`config.mk`:
```
export PLATFORM = sky130hd
export DESIGN_NAME = mac_job_sched_flat
export DESIGN_NICKNAME = d
export VERILOG_FILES = /design/src/rtl/mac_job_sched_if.sv /design/src/rtl/mac_job_sched.sv /design/src/flat_wrapper.sv
export SDC_FILE = /design/constraint.sdc
export NUM_CORES = 1
export LEC_CHECK = 0
export BUFFER_PORTS_ARGS = -buffer_cell sky130_fd_sc_hd__buf_2
export CAP_MARGIN = 10
export CORE_ASPECT_RATIO = 1.5
export CORE_MARGIN = 2
export CORE_UTILIZATION = 57
export CTS_CLUSTER_SIZE = 14
export DETAILED_ROUTE_END_ITERATION = 6
export GPL_TIMING_DRIVEN = 0
export PLACE_DENSITY = 0.9
export REMOVE_ABC_BUFFERS = 1
export SYNTH_ARGS = -nofsm -noshare
export SYNTH_HDL_FRONTEND = slang
export SYNTH_SLANG_ARGS = --single-unit
```
`constraint.sdc`:
```
create_clock -name clk_i -period 6.5 [get_ports clk_i]
set_input_delay 0.65 -clock clk_i [delete_from_list [all_inputs] [get_ports clk_i]]
set_output_delay 0.65 -clock clk_i [all_outputs]
set_load 0.1 [all_outputs]
```
`src/rtl/mac_job_sched_if.sv`:
```
// Requester and engine handshake bundle for mac_job_sched.
// The slave side is the scheduler; the master side is the cores plus the engine.
interface mac_job_sched_if #(
  parameter int unsigned N_CORES = 2,
  parameter int unsigned DATA_W  = 32
);
  localparam int unsigned CW = (N_CORES > 1) ? $clog2(N_CORES) : 1;

  logic [N_CORES-1:0]        req_valid_i;
  logic [N_CORES-1:0]        req_ready_o;
  logic [N_CORES*DATA_W-1:0] req_data_i;
  logic                      start_o;
  logic [DATA_W-1:0]         job_data_o;
  logic [CW-1:0]             job_core_o;
  logic                      done_i;

  modport master (
    output req_valid_i, req_data_i, done_i,
    input  req_ready_o, start_o, job_data_o, job_core_o
  );

  modport slave (
    input  req_valid_i, req_data_i, done_i,
    output req_ready_o, start_o, job_data_o, job_core_o
  );
endinterface

```
`src/rtl/mac_job_sched.sv`:
```
// Multi-core job scheduler: round-robin intake into a job FIFO, one-at-a-time
// launch on the MAC engine, per-core completion events and an optional RUN watchdog.
module mac_job_sched #(
  parameter int unsigned N_CORES   = 2,
  parameter int unsigned N_CONTEXT = 2,
  parameter int unsigned DATA_W    = 32,
  parameter int unsigned TIMEOUT   = 0
) (
  input  logic                           clk_i,
  input  logic                           rst_i,
  input  logic                           clear_i,
  mac_job_sched_if.slave                 bus,
  output logic [N_CORES-1:0]             evt_o,
  output logic                           busy_o,
  output logic [$clog2(N_CONTEXT+1)-1:0] nb_pending_o,
  output logic                           err_o
);

  localparam int unsigned CW      = (N_CORES > 1) ? $clog2(N_CORES) : 1;
  localparam int unsigned PW      = (N_CONTEXT > 1) ? $clog2(N_CONTEXT) : 1;
  localparam int unsigned NPW     = $clog2(N_CONTEXT + 1);
  localparam int unsigned TW      = (TIMEOUT > 1) ? $clog2(TIMEOUT) : 1;
  localparam int unsigned TO_LAST = (TIMEOUT > 0) ? TIMEOUT - 1 : 0;

  localparam logic [1:0] S_IDLE  = 2'd0;
  localparam logic [1:0] S_START = 2'd1;
  localparam logic [1:0] S_RUN   = 2'd2;

  logic [1:0]        r_state;
  logic [1:0]        w_state_nxt;

  logic [DATA_W-1:0] r_fifo_data [N_CONTEXT];
  logic [CW-1:0]     r_fifo_core [N_CONTEXT];
  logic [PW-1:0]     r_wr_ptr;
  logic [PW-1:0]     r_rd_ptr;
  logic [NPW-1:0]    r_count;

  logic [CW-1:0]     r_rr_ptr;
  logic [TW-1:0]     r_wd_cnt;
  logic              r_start;
  logic              r_busy;
  logic              r_err;
  logic [N_CORES-1:0] r_evt;
  logic [DATA_W-1:0] r_job_data;
  logic [CW-1:0]     r_job_core;

  logic              w_flush;
  logic              w_can_accept;
  logic [N_CORES-1:0] w_grant;
  logic [CW-1:0]     w_grant_idx;
  logic              w_push;
  logic              w_pop;
  logic              w_launch;
  logic              w_run_done;
  logic              w_run_timeout;
  logic              w_spurious;
  logic [DATA_W-1:0] w_req_words [N_CORES];

  assign w_flush = rst_i | clear_i;

  for (genvar g = 0; g < N_CORES; g++) begin : g_words
    assign w_req_words[g] = bus.req_data_i[g*DATA_W +: DATA_W];
  end

  // Round-robin grant: first valid core at or after r_rr_ptr; a full FIFO admits nothing.
  always_comb begin : arb
    logic          found;
    logic [CW:0]   sum;
    logic [CW-1:0] idx;
    found        = 1'b0;
    sum          = '0;
    idx          = '0;
    w_grant      = '0;
    w_grant_idx  = '0;
    w_can_accept = (r_count < NPW'(N_CONTEXT)) && !w_flush;
    for (int unsigned i = 0; i < N_CORES; i++) begin
      sum = {1'b0, r_rr_ptr} + (CW+1)'(i);
      if (sum >= (CW+1)'(N_CORES)) sum = sum - (CW+1)'(N_CORES);
      idx = sum[CW-1:0];
      if (!found && w_can_accept && bus.req_valid_i[idx]) begin
        found        = 1'b1;
        w_grant[idx] = 1'b1;
        w_grant_idx  = idx;
      end
    end
  end

  assign w_push = |w_grant;

  always_ff @(posedge clk_i) begin : state_reg
    if (w_flush) r_state <= S_IDLE;
    else         r_state <= w_state_nxt;
  end

  // Next state plus the per-cycle decisions the registered outputs are built from.
  always_comb begin : fsm_nxt
    w_state_nxt   = r_state;
    w_launch      = 1'b0;
    w_pop         = 1'b0;
    w_run_done    = 1'b0;
    w_run_timeout = 1'b0;
    w_spurious    = 1'b0;
    case (r_state)
      S_IDLE: begin
        w_spurious = bus.done_i;
        if (r_count != '0) begin
          w_state_nxt = S_START;
          w_launch    = 1'b1;
        end
      end
      S_START: begin
        w_spurious  = bus.done_i;
        w_pop       = 1'b1;
        w_state_nxt = S_RUN;
      end
      S_RUN: begin
        if (bus.done_i) begin
          w_run_done  = 1'b1;
          w_state_nxt = S_IDLE;
        end else if ((TIMEOUT > 0) && (r_wd_cnt == TW'(TO_LAST))) begin
          w_run_timeout = 1'b1;
          w_state_nxt   = S_IDLE;
        end
      end
      default: w_state_nxt = S_IDLE;
    endcase
  end

  // Job FIFO; push and pop may coincide, leaving occupancy unchanged.
  always_ff @(posedge clk_i) begin : fifo
    if (w_flush) begin
      r_wr_ptr <= '0;
      r_rd_ptr <= '0;
      r_count  <= '0;
    end else begin
      if (w_push) begin
        r_fifo_data[r_wr_ptr] <= w_req_words[w_grant_idx];
        r_fifo_core[r_wr_ptr] <= w_grant_idx;
        r_wr_ptr <= (r_wr_ptr == PW'(N_CONTEXT - 1)) ? '0 : r_wr_ptr + 1'b1;
      end
      if (w_pop) begin
        r_rd_ptr <= (r_rd_ptr == PW'(N_CONTEXT - 1)) ? '0 : r_rd_ptr + 1'b1;
      end
      case ({w_push, w_pop})
        2'b10:   r_count <= r_count + 1'b1;
        2'b01:   r_count <= r_count - 1'b1;
        default: r_count <= r_count;
      endcase
    end
  end

  // Registered engine-side outputs, completion events, RR pointer and watchdog.
  always_ff @(posedge clk_i) begin : outs
    if (w_flush) begin
      r_start    <= 1'b0;
      r_busy     <= 1'b0;
      r_evt      <= '0;
      r_job_data <= '0;
      r_job_core <= '0;
      r_rr_ptr   <= '0;
      r_wd_cnt   <= '0;
    end else begin
      r_start <= w_launch;
      r_evt   <= '0;
      if (w_push) begin
        r_rr_ptr <= (w_grant_idx == CW'(N_CORES - 1)) ? '0 : w_grant_idx + 1'b1;
      end
      if (w_launch) begin
        r_busy     <= 1'b1;
        r_job_data <= r_fifo_data[r_rd_ptr];
        r_job_core <= r_fifo_core[r_rd_ptr];
      end
      if (w_run_done || w_run_timeout) begin
        r_busy            <= 1'b0;
        r_evt[r_job_core] <= 1'b1;
      end
      if (r_state == S_RUN) r_wd_cnt <= r_wd_cnt + 1'b1;
      else                  r_wd_cnt <= '0;
    end
  end

  // Sticky error survives clear_i; only rst_i drops it.
  always_ff @(posedge clk_i) begin : err_reg
    if (rst_i) begin
      r_err <= 1'b0;
    end else if (!clear_i && (w_spurious || w_run_timeout)) begin
      r_err <= 1'b1;
    end
  end

  assign bus.req_ready_o = w_grant;
  assign bus.start_o     = r_start;
  assign bus.job_data_o  = r_job_data;
  assign bus.job_core_o  = r_job_core;
  assign evt_o           = r_evt;
  assign busy_o          = r_busy;
  assign nb_pending_o    = r_count;
  assign err_o           = r_err;

endmodule

```
`src/flat_wrapper.sv`:
```
// flat-port wrapper written by rule: the top's interface ports become plain ports
module mac_job_sched_flat 
#(
  parameter int unsigned N_CORES   = 2,
  parameter int unsigned N_CONTEXT = 2,
  parameter int unsigned DATA_W    = 32,
  parameter int unsigned TIMEOUT   = 0
)
  (clk_i, rst_i, clear_i, evt_o, busy_o, nb_pending_o, err_o, bus_req_valid_i, bus_req_data_i, bus_done_i, bus_req_ready_o, bus_start_o, bus_job_data_o, bus_job_core_o);
  mac_job_sched_if #(.N_CORES(N_CORES), .DATA_W(DATA_W)) bus_i ();
  input  logic clk_i;
  input  logic rst_i;
  input  logic clear_i;
  output logic [N_CORES-1:0] evt_o;
  output logic busy_o;
  output logic [$clog2(N_CONTEXT+1)-1:0] nb_pending_o;
  output logic err_o;
  input wire logic [$bits(bus_i.req_valid_i)-1:0] bus_req_valid_i;
  input wire logic [$bits(bus_i.req_data_i)-1:0] bus_req_data_i;
  input wire logic [$bits(bus_i.done_i)-1:0] bus_done_i;
  output wire logic [$bits(bus_i.req_ready_o)-1:0] bus_req_ready_o;
  output wire logic [$bits(bus_i.start_o)-1:0] bus_start_o;
  output wire logic [$bits(bus_i.job_data_o)-1:0] bus_job_data_o;
  output wire logic [$bits(bus_i.job_core_o)-1:0] bus_job_core_o;
  assign bus_i.req_valid_i = bus_req_valid_i;
  assign bus_i.req_data_i = bus_req_data_i;
  assign bus_i.done_i = bus_done_i;
  assign bus_req_ready_o = bus_i.req_ready_o;
  assign bus_start_o = bus_i.start_o;
  assign bus_job_data_o = bus_i.job_data_o;
  assign bus_job_core_o = bus_i.job_core_o;
  mac_job_sched #(.N_CORES(N_CORES), .N_CONTEXT(N_CONTEXT), .DATA_W(DATA_W), .TIMEOUT(TIMEOUT)) u_core (.clk_i(clk_i), .rst_i(rst_i), .clear_i(clear_i), .bus(bus_i), .evt_o(evt_o), .busy_o(busy_o), .nb_pending_o(nb_pending_o), .err_o(err_o));
endmodule
```
# After elaboration in Yosys (flattened, before gate mapping)
# Memories as Yosys holds them, arrays and structs flattened. A register that Yosys moved wholly into a read port is not among the register bits.
# Cells that the tools add are included.
# op_classes
n_eq_ne	6
add_sub_neg	8
n_mux	36
bitwise	4
n_reduce_logical	19
order_cmp	10
# ops
op	count
32-bit 2-to-1 mux	3
1-bit 2-to-1 mux	24
1-bit logical AND	8
2-bit 2-to-1 mux	4
2-bit OR reduction	4
1-bit by 2-bit < comparator with 1-bit output (second input constant)	3
2-bit one-hot mux with 3 select lines	1
2-bit by 1-bit equality test with 1-bit output (second input constant)	2
2-bit equality test (second input constant)	2
2-bit >= comparator (second input constant)	2
2-bit one-hot mux with 2 select lines	1
2-bit nonzero test	2
1-bit adder (second input constant)	3
1-bit demux with 1-bit select	3
1-bit >= comparator (second input constant)	3
1-bit zero test	3
1-bit by 1-bit adder with 2-bit output (second input constant)	1
2-bit by 1-bit adder with 2-bit output (second input constant)	1
1-bit by 2-bit >= comparator with 1-bit output (second input constant)	1
2-bit zero test	1
2-bit < comparator (second input constant)	1
2-bit by 1-bit inequality test with 1-bit output (second input constant)	1
2-bit inequality test (second input constant)	1
1-bit NOT with 2-bit output	1
6 further kinds	7
# totals
elab_cells	94
mem_count	2
mem_bits_rw	66
output_inout_bits	42
reg_bits	12
# mem_list
memory	words	word_bits	rd	rd_ports_with_merged_regs	write_ports	line	source
u_core.r_fifo_data	2	32	1	1	1	mac_job_sched.sv:32	logic [DATA_W-1:0] r_fifo_data [N_CONTEXT];
u_core.r_fifo_core	2	1	1	1	1	mac_job_sched.sv:33	logic [CW-1:0] r_fifo_core [N_CONTEXT];

# Depth between registers and ports, before layout
# Gate-level depths: netlist of run 1.
# logic_depth
word_depth	14
ltp_mapped	6
mapped_depth_nobuf	6

# Worst setup path before layout of run 1
# No wires, ideal clock.
# synth_timing
path_type	reg-to-reg
from	register u_core.r_count[1], in the netlist u_core.nb_pending_o[1]
to	memory u_core.r_fifo_core[0] in the netlist's numbering, enable pin
setup_time_ns	0.423
path_stages_with_launch	4
period_less_slack_ns	3.004
path_slack_ns	3.496
path_buffers	0
arrival_time_ns	2.581
cell_sequence	dfxtp_1 nor3_1 o21ai_0 nor2_1
# synth_between
elab_chain_cells	12
# synth_rtl
element	line	source
from (decl)	mac_job_sched.sv:36	logic [NPW-1:0] r_count;
from (signal assigned)	mac_job_sched.sv:145	2'b10: r_count <= r_count + 1'b1;
from (signal assigned)	mac_job_sched.sv:146	2'b01: r_count <= r_count - 1'b1;
from (signal assigned)	mac_job_sched.sv:147	default: r_count <= r_count;
2-bit < comparator (*)	mac_job_sched.sv:75	w_can_accept = (r_count < NPW'(N_CONTEXT)) && !w_flush;
1-bit logical AND (*)	mac_job_sched.sv:75	
1-bit logical AND	mac_job_sched.sv:80	if (!found && w_can_accept && bus.req_valid_i[idx]) begin
1-bit 2-to-1 mux	mac_job_sched.sv:80	
1-bit zero test	mac_job_sched.sv:80	
1-bit logical AND (2 in series)	mac_job_sched.sv:80	
2-bit 2-to-1 mux (*)	mac_job_sched.sv:80	
2-bit OR reduction (*)	mac_job_sched.sv:88	assign w_push = |w_grant;
1-bit 2-to-1 mux (*)	mac_job_sched.sv:136	if (w_push) begin
1-bit 2-to-1 mux (*)	mac_job_sched.sv:131	if (w_flush) begin
1-bit 2-to-1 mux (implied by the code) (*)	mac_job_sched.sv:138	r_fifo_core[r_wr_ptr] <= w_grant_idx;
to (decl)	mac_job_sched.sv:33	
# Mark *: on every way between the ends. The rest lies on a longest branch, timed or not.

# Worst setup path after layout of run 1
# layout_timing
from	input port clear_i
to	output port bus_req_ready_o[1]
# layout_between
elab_chain_cells	9
# layout_rtl
element	line	source
from (decl)	flat_wrapper.sv:13	input logic clear_i;
1-bit OR (*)	mac_job_sched.sv:59	assign w_flush = rst_i | clear_i;
1-bit zero test (*)	mac_job_sched.sv:75	
1-bit logical AND (*)	mac_job_sched.sv:75	
1-bit logical AND	mac_job_sched.sv:80	
1-bit 2-to-1 mux	mac_job_sched.sv:80	
1-bit zero test	mac_job_sched.sv:80	
1-bit logical AND (2 in series)	mac_job_sched.sv:80	
2-bit 2-to-1 mux (*)	mac_job_sched.sv:80	
to (decl)	flat_wrapper.sv:21	output wire logic [$bits(bus_i.req_ready_o)-1:0] bus_req_ready_o;
# Marks and branches as above.

==> run_results.csv, run 1 <==
group,metric,value,unit
critical_path,cp_slowest_cell,"or3b_2",
critical_path,cp_data_required_time,5850,ps
timing,worst_slack,2790,ps
outcome,outcome,"finished clean",
route,routed_wl,8920,um
synthesis,ys.flop_type,"edfxtp_1",
critical_path,crit_path_cell_trace,"buf_2 -> or2_1 -> buf_16 -> or3b_2 -> buf_12 -> inv_1 -> buf_2",
place,place_inst,505,
critical_path,path_max_fanout,26,
clock_tree,cts-htree-levels,3,
critical_path,crit_path_end_kind,"output pin",
critical_path,r2r_start,"u_core.nb_pending_o[1]$_SDFFE_PP0P_",
synthesis,synth_edf_count,66,
critical_path,arrival,3060,ps
timing,setup_viol,0,
critical_path,r2r_slack,4280,ps
global_routing,use_met2,41.4,%
timing,layout_min_cycle_time,3710,ps
floorplanning,rows,39,
route,wire_per_inst,17.1,um
place,place_ws,2780,ps
synthesis,synth_warnings,0,
clock_tree,hold_buffers,0,
final_layout,drive_gt1_share,40.2,%
global_routing,grt_pass1_wl,14200,um
power,leakagePower,2.17,nW
global_routing,grt_use_met3,6.19,%
global_routing,grt_pass1_vias,2942,
synthesis,synthesis.area,0.00447,sq mm
timing,hold_viol_final,0,
floorplanning,die_y,112,um
place,gp_congestion,0.748,
final_layout,fillers,520,
clock_tree,cts_root_buf,"clkbuf_16",
route,drc,0,
clock_tree,clock_latency,350,ps
global_routing,overflow,0,
clock_tree,cts_tree,"built",
route,drtIter0Drc,168,
route,vias,2899,
timing,skew,5.06,ps
timing,final.setup.tns,0,ps
floorplanning,io_pins,112,
power,total_power,1.45,mW
timing,slew_headroom,33.7,%
critical_path,startpoint_type,"input port",
synthesis,netlist-cell-type-count,30,
synthesis,netlist_instances,312,
route,detail-route-antenna-nets,0,
final_layout,syn_to_final_growth,21.9,%
final_layout,post-route-util,71.6,%
final_layout,final_cells,522,
critical_path,critPathMaxStageDelay,750,ps
synthesis,synth-seq-cells,111,
route,vias_per_cell,5.55,
global_routing,grt_max_degree,37,
final_layout,final_nets,486,
synthesis,ys_seq_area_share,64.4,%
clock_tree,cts_buffers,9,
clock_tree,cts_setup_buffers,0,
clock_tree,path_clk_slew,70,ps
critical_path,crit_top_cell,"buf_2",
timing,grt_setup_unrepaired,"no",
power,ir_worst_vdd,0.000191,V
timing,final_max_slew_viol_count,0,
place,hpwl,6100,um
global_routing,antenna_found_initial,0,
hold_path,min_from,"u_core.bus.job_core_o$_SDFFE_PP0P_",
place,numPortBuffers,111,
clock_tree,cts_num_sinks,111,
route,drt_first_pass_iters,4,
floorplanning,die_w,76.3,um
final_layout,n_antenna_cell,0,
critical_path,critPathLaunch,"clear_i",
clock_tree,cts_resized,0,
synthesis,synthArstFlopShare,0,%
floorplanning,start_util,58.8,%
timing,min_period_over_period,57.1,%
hold_path,min_path_type,"reg2reg",
global_routing,grt_usage,21.8,%
global_routing,grt-busiest-layer,"met2",
clock_tree,cts.path.max_buffers,2,
timing,max_freq,269,MHz
synthesis,syn_area_per_cell,14.3,sq um
global_routing,met1_usage,21.5,%
critical_path,path_class,"in2out",
power,p_per_area,266,mW/mm^2
floorplanning,core,0.00761,sq mm
floorplanning,dieArea,0.00859,sq mm
timing,worstMarginPinSlew,993,ps
job,maxCapViolCount,0,
[worst paths after layout]
kind	end	cells past startpoint
setup / recovery	bus_req_ready_o[1]	7
hold reg to reg	u_core.evt_o[1]$_SDFF_PP0_	2
setup reg to reg	u_core.r_fifo_data[0][21]$_DFFE_PP_	3
hold / removal	u_core.evt_o[1]$_SDFF_PP0_	2
[critical path, delay by kind of cell]
kind,cells,cell delay (ps)
AND/OR/NAND/NOR,2,1250
buffers and inverters,5,1150
[cells in the mapped netlist, types with 2 or more instances]
cell / number / area share [%]
mux2_4: 28 / 9.4
nor3_1: 3 / 0.34
buf_2: 2 / 0.22
inv_1: 4 / 0.34
and3_1: 3 / 0.42
xnor2_1: 2 / 0.39
nor2_1: 12 / 1.0
buf_6: 4 / 1.0
dfxtp_1: 45 / 20
clkbuf_1: 18 / 1.5
edfxtp_1: 66 / 44
mux2_2: 4 / 1.0
a21oi_1: 36 / 4.0
or3_1: 2 / 0.28
a211oi_1: 33 / 5.5
mux2i_1: 33 / 7.4
o21ai_0: 3 / 0.34
nand2b_1: 2 / 0.28
[sequential cells by signal (all words and copies together) (netlist names)]
signal / flops
u_core.bus.start_o: 1
u_core.r_wr_ptr: 1
u_core.bus.job_data_o: 32
u_core.nb_pending_o: 2
u_core.r_fifo_data: 64
u_core.r_state: 2
u_core.r_fifo_core: 2
u_core.err_o: 1
u_core.busy_o: 1
u_core.r_rd_ptr: 1
u_core.evt_o: 2
u_core.r_rr_ptr: 1
u_core.bus.job_core_o: 1
[per-layer routing]
layer,routed length (um),part of all wire [%]
met2,5050,57
met5,0,0
met1,3170,36
met3,492,5.5
met4,209,2.3
[metrics by stage]
stage	hold slack [ps]	cell area, sq um
2_1_floorplan	469	4350
3_3_place_gp	450	5030
3_5_place_dp	458	5130
4_1_cts	468	5430
5_1_grt	484	5450
6_report	468	5450
[where the power goes]
part	switching, mW	internal, mW
logic	0.0875	0.0531
registers	0.00694	0.765
clock network	0.242	0.298
[logic make-up after synthesis]
kind of cell,after synthesis,synth area share [%]
buffers and inverters,28,3.08
adder cells (fa/ha/maj),1,0.280
XOR/XNOR,3,0.588
AO/OA/AOI/OAI,74,10.3
flip-flops,111,64.4
AND/OR/NAND/NOR,30,3.50
multiplexers,65,17.8
[cell type report]
type / instances / area [sq um] / area share, %
Clock buffer: 10 / 229 / 4.20
Clock inverter: 6 / 61.3 / 1.12
Inverter: 4 / 15.0 / 0.275
Multi-Input combinational cell: 173 / 1470 / 27.0
Sequential cell: 111 / 2880 / 52.9
Tap cell: 102 / 128 / 2.34
Timing Repair Buffer: 116 / 666 / 12.2
[layout by cell type (no fill, tap or decap), types with 3 or more instances in the layout]
master     instances
inv_1              4
mux2_2             4
nor3_1             3
edfxtp_1          66
and3_1             3
mux2_4            28
a211oi_1          33
dfxtp_1           44
clkinv_2           3
clkbuf_16          9
o21ai_0            3
buf_2            111
mux2i_1           33
nor2_1             9
a21oi_1           36
No activity file was read; power rests on OpenSTA's default activity.
==> run 2: changes to the inputs <==
--- a/config.mk
+++ b/config.mk
@@ -9,11 +9,11 @@
 export CAP_MARGIN = 10
 export CORE_ASPECT_RATIO = 1.5
 export CORE_MARGIN = 2
-export CORE_UTILIZATION = 57
+export CORE_UTILIZATION = 48
 export CTS_CLUSTER_SIZE = 14
 export DETAILED_ROUTE_END_ITERATION = 6
 export GPL_TIMING_DRIVEN = 0
-export PLACE_DENSITY = 0.9
+export PLACE_DENSITY = 0.81
 export REMOVE_ABC_BUFFERS = 1
 export SYNTH_ARGS = -nofsm -noshare
 export SYNTH_HDL_FRONTEND = slang
==> constraint.sdc (replaced) <==
create_clock -name clk_i -period 3.1 [get_ports clk_i]
set_input_delay 0.31 -clock clk_i [delete_from_list [all_inputs] [get_ports clk_i]]
set_output_delay 0.31 -clock clk_i [all_outputs]
set_load 0.1 [all_outputs]
==> run 2 against run 1 <==
  * Critical path depth shrank 2
  * Cell area increased by 1.1%
  * Sequential power up 110%
==> run_results.csv, run 2 (synthesis results as in run 1) <==
group,metric,value,unit
place,gp_congestion,0.770,
critical_path,cp_data_required_time,2790,ps
clock_tree,cts_setup_buffers,0,
route,wire_per_inst,16.7,um
global_routing,grt_pass1_wl,13600,um
critical_path,startpoint_type,"input port",
timing,grt_setup_unrepaired,"no",
global_routing,grt_usage,17.0,%
power,p_seq_share,52.6,%
clock_tree,hold_buffers,0,
final_layout,final_cell_mix,"buf_2, edfxtp_1, dfxtp_1, a21oi_1",
route,drc,0,
critical_path,path_max_fanout,42,
final_layout,final_common_cell,"buf_2",
global_routing,overflow,0,
clock_tree,path_clk_slew,70,ps
timing,hold_viol_final,0,
final_layout,largest_reg_flops,64,
clock_tree,cts_tree,"built",
global_routing,grt_use_met3,3.90,%
timing,worstMarginPinSlew,872,ps
timing,min_period_over_period,89.2,%
route,detail-route-antenna-nets,0,
timing,max_freq,362,MHz
place,numPortBuffers,111,
power,total_power,3.08,mW
hold_path,min_path_type,"in2reg",
place,hpwl,5910,um
clock_tree,cts_num_sinks,111,
floorplanning,io_pins,112,
outcome,outcome,"finished clean",
place,placed_cell_area,0.00520,sq mm
critical_path,arrival,2450,ps
floorplanning,core,0.00915,sq mm
critical_path,crit_path_end_kind,"output pin",
clock_tree,cts_resized,0,
clock_tree,cts_buffers,9,
power,power_switching_share,21.7,%
job,maxCapViolCount,0,
power,internal-power,2.41,mW
place,place_inst,516,
route,routed_wl,8860,um
route,drtIter0Drc,103,
global_routing,met1_usage,18.4,%
critical_path,path_class,"in2out",
global_routing,grt_pass1_vias,2797,
timing,setup_viol,0,
final_layout,syn_to_final_growth,23.2,%
timing,final_max_slew_viol_count,0,
timing,skew,6.88,ps
power,leakagePower,2.19,nW
final_layout,final_nets,486,
global_routing,antenna_found_initial,0,
floorplanning,die_w,82.8,um
route,vias_per_cell,5.38,
timing,layout_min_cycle_time,2760,ps
global_routing,grt-busiest-layer,"met2",
power,ir_worst_vdd,0.000321,V
floorplanning,rows,43,
power,p_per_area,558,mW/mm^2
timing,slew_headroom,41.7,%
power,pwr-share-clk,37.8,%
clock_tree,clock_latency,330,ps
global_routing,grt_max_degree,43,
route,vias,2860,
power,combPwrFrac,9.6,%
clock_tree,cts.path.max_buffers,2,
floorplanning,start_util,48.9,%
clock_tree,cts_root_buf,"clkbuf_16",
final_layout,drive_gt1_share,40.5,%
final_layout,final_cells,532,
route,drt_first_pass_iters,4,
final_layout,design_area,0.00551,sq mm
global_routing,use_met2,31.8,%
floorplanning,dieArea,0.0101,sq mm
power,p_switching,668,uW
final_layout,top_register,"u_core.r_fifo_data",
final_layout,n_antenna_cell,0,
floorplanning,die_y,122,um
clock_tree,cts-htree-levels,3,
## run 2: changes by cell type in the layout (fill, tap and decap cells not counted)
cell,change
nor2_2,-1
clkinv_4,-1
nor2_4,+1
clkinvlp_4,-1
or2_2,+1
buf_12,-1
buf_8,-1
or2_1,-1
clkinv_2,-1
buf_16,+2
clkbuf_8,+3
## run 2: per-layer routing
| metal | vias up | share of wire, % |
|---|---|---|
| met5 | - | 0 |
| met4 | 0 | 1.1 |
| met3 | 6 | 4.1 |
| met2 | 72 | 57 |
| met1 | 1397 | 38 |
| li1 | 1385 | - |
## run 2: cell type report
cell class	count	area, sq um
clock buffer	13	270
inverter	4	15.0
timing repair buffer	116	686
fill	729	3640
clock inverter	3	40.0
tap	112	140
sequential	111	2880
multi-input combinational	173	1480
## run 2: stage by stage
stage	utilization, %	setup TNS (ps)	setup slack [ps]	hold slack [ps]
after CTS	60.2	0	327	157
after global routing	60.2	0	213	171
final	60.2	0	335	171
after global placement	55.2	-95090	-843	452
after detailed placement	56.9	0	307	467
after floorplan	-	-418	-418	382
## run 2: power by group through the flow
stage	Clock (mW)	Sequential [mW]	Combinational (mW)
after detailed placement	0	1.65	0.299
after global routing	1.24	1.62	0.316
after CTS	1.19	1.62	0.299
final	1.16	1.62	0.296
after global placement	0	1.65	0.277
after floorplan	0	1.72	0.124
## run 2: worst paths after layout
kind	startpoint	endpoint	slack [ps]	cells past startpoint
hold / removal	rst_i	u_core.err_o$_SDFFE_PP0P_	170	2
hold reg to reg	u_core.err_o$_SDFFE_PP0P_	u_core.err_o$_SDFFE_PP0P_	480	2
setup reg to reg	u_core.nb_pending_o[1]$_SDFFE_PP0P_	u_core.bus.job_data_o[10]$_SDFFE_PP0P_	830	4
setup / recovery	clear_i	bus_req_ready_o[1]	340	5
## run 2: worst max-delay path: stages
cell	delay [ps]
buf_2	120
or2_2	610
or3b_2	860
inv_1	110
buf_2	430
==> run 3: changes to the inputs <==
--- a/config.mk
+++ b/config.mk
@@ -7,7 +7,7 @@
 export LEC_CHECK = 0
 export BUFFER_PORTS_ARGS = -buffer_cell sky130_fd_sc_hd__buf_2
 export CAP_MARGIN = 10
-export CORE_ASPECT_RATIO = 1.5
+export CORE_ASPECT_RATIO = 1.2
 export CORE_MARGIN = 2
 export CORE_UTILIZATION = 48
 export CTS_CLUSTER_SIZE = 14
==> run 3 against run 2 <==
  * Maximum frequency decreased by 5.9%
  * Non-clock buffer count stayed put
  * Cell area shrank 2.2%
  * Clock-buffer cell count grew 1
  * Critical endpoint unchanged
  * Sequential power barely moved
  * Setup slack worse by 170 ps
  * Via count is 1.5% lower
  * First-iteration DRC count decreased by 26%
  * Register-to-register slack worse by 120 ps
  * Sequential cell count is the same
  * Routed wire length down 4.2%
==> run_results.csv, run 3 (synthesis results as in run 1) <==
group,metric,value,unit
floorplanning,dieArea,0.0101,sq mm
route,wire_per_inst,15.7,um
global_routing,grt_pass1_wl,13200,um
place,hpwl,5630,um
hold_path,whs_endpoint,"u_core.err_o$_SDFFE_PP0P_",
place,gp_congestion,0.778,
clock_tree,cts_setup_buffers,0,
critical_path,r2r_cells,4,
final_layout,largest_reg_flops,64,
timing,skew,8.60,ps
route,drc,0,
power,leakagePower,2.13,nW
route,drt_first_pass_iters,4,
power,p_per_area,506,mW/mm^2
clock_tree,cts.path.max_buffers,2,
timing,slew_headroom,42.7,%
critical_path,path_max_fanout,42,
final_layout,drive_gt1_share,40.2,%
route,routed_wl,8490,um
timing,grt_setup_unrepaired,"no",
floorplanning,die_y,110,um
hold_path,min_from,"rst_i",
final_layout,top_register,"u_core.r_fifo_data",
critical_path,r2r_end,"u_core.bus.job_data_o[10]$_SDFFE_PP0P_",
floorplanning,core,0.00903,sq mm
place,numPortBuffers,111,
critical_path,crit_top_cell,"buf_2",
place,place_inst,524,
clock_tree,cts-htree-levels,3,
outcome,outcome,"finished clean",
clock_tree,path_clk_slew,90,ps
floorplanning,start_util,49.5,%
power,ir_worst_vdd,0.000309,V
critical_path,crit_family,"simple AND/OR/NAND/NOR gates",
clock_tree,hold_buffers,0,
critical_path,r2r_start,"u_core.nb_pending_o[1]$_SDFFE_PP0P_",
final_layout,final_cells,540,
clock_tree,cts_resized,0,
critical_path,crit_path_end_kind,"output pin",
timing,layout_min_cycle_time,2940,ps
critical_path,cp_slowest_cell,"or3b_2",
timing,final_max_slew_viol_count,0,
route,vias_per_cell,5.22,
route,detail-route-antenna-nets,0,
final_layout,final_nets,486,
floorplanning,die_w,92.1,um
global_routing,grt_pass1_vias,2783,
final_layout,final-seq-area,0.00288,sq mm
final_layout,syn_to_final_growth,20.5,%
critical_path,crit_buf_inv,4,
route,drtIter0Drc,76,
critical_path,cp_data_required_time,2790,ps
critical_path,critPathMaxStageDelay,820,ps
timing,worstMarginPinSlew,858,ps
global_routing,overflow,0,
floorplanning,rows,38,
critical_path,arrival,2630,ps
final_layout,final_cell_mix,"buf_2, edfxtp_1, dfxtp_1, a21oi_1",
place,place_ws,150,ps
clock_tree,clock_latency,370,ps
floorplanning,io_pins,112,
global_routing,grt_max_degree,43,
final_layout,post-route-util,59.7,%
timing,min_period_over_period,94.8,%
hold_path,whs_path_depth,2,
job,maxCapViolCount,0,
route,vias,2818,
critical_path,startpoint_type,"input port",
final_layout,n_antenna_cell,0,
hold_path,min_path_type,"in2reg",
timing,setup_viol,0,
final_layout,fillers,732,
final_layout,final_common_cell,"buf_2",
timing,max_freq,340,MHz
clock_tree,cts_tree,"built",
clock_tree,cts_root_buf,"clkbuf_8",
global_routing,antenna_found_initial,0,
global_routing,grt_usage,17.3,%
final_layout,multi_input_area,0.00148,sq mm
timing,worst_slack,161,ps
critical_path,r2r_slack,710,ps
clock_tree,cts_num_sinks,111,
critical_path,path_class,"in2out",
clock_tree,cts_buffers,9,
critical_path,crit_path_cell_trace,"buf_2 -> or2_2 -> or3b_2 -> buf_12 -> inv_1 -> buf_2",
timing,hold_viol_final,0,
[run 3: power breakdown]
group          internal (mW)  switching (mW)  leakage, nW
logic                  0.112           0.182         1.06
clock network          0.361           0.455       0.0971
registers               1.60          0.0132        0.968
[run 3: worst max path at each step]
stage | startpoint | endpoint | slack (ps) | depth (start not counted)
3_3_place_gp | rst_i | u_core.r_fifo_data[1][31]$_DFFE_PP_ | -810 | 4
6_report | clear_i | bus_req_ready_o[1] | 160 | 6
5_1_grt | clear_i | bus_req_ready_o[1] | 70 | 6
4_1_cts | clear_i | bus_req_ready_o[1] | 140 | 6
2_1_floorplan | u_core.nb_pending_o[1]$_SDFFE_PP0P_ | bus_req_ready_o[1] | -420 | 3
3_5_place_dp | clear_i | bus_req_ready_o[1] | 150 | 6
[run 3: layout make-up]
type / instances / area share, %
Clock inverter: 2 / 0.255
Multi-Input combinational cell: 173 / 27.4
Clock buffer: 14 / 3.20
Inverter: 4 / 0.279
Sequential cell: 111 / 53.5
Tap cell: 120 / 2.79
Timing Repair Buffer: 116 / 12.6
[run 3: metal layers]
| layer | up-vias | track usage (%) | routed length [um] |
|---|---|---|---|
| met5 | - | 0 | 0 |
| met4 | 0 | 8.21 | 169 |
| met3 | 14 | 2.88 | 410 |
| met2 | 79 | 31.1 | 4470 |
| met1 | 1345 | 20.2 | 3440 |
| li1 | 1380 | - | - |
[run 3: stage by stage]
step | area, sq um | power, mW | hold WS, ps | setup TNS, ps
6_report | 5390 | 2.73 | 136 | 0
2_1_floorplan | 4350 | 1.85 | 382 | -418
3_5_place_dp | 5200 | 1.95 | 470 | 0
3_3_place_gp | 5060 | 1.93 | 446 | -91680
4_1_cts | 5390 | 2.75 | 119 | 0
5_1_grt | 5390 | 2.83 | 148 | 0
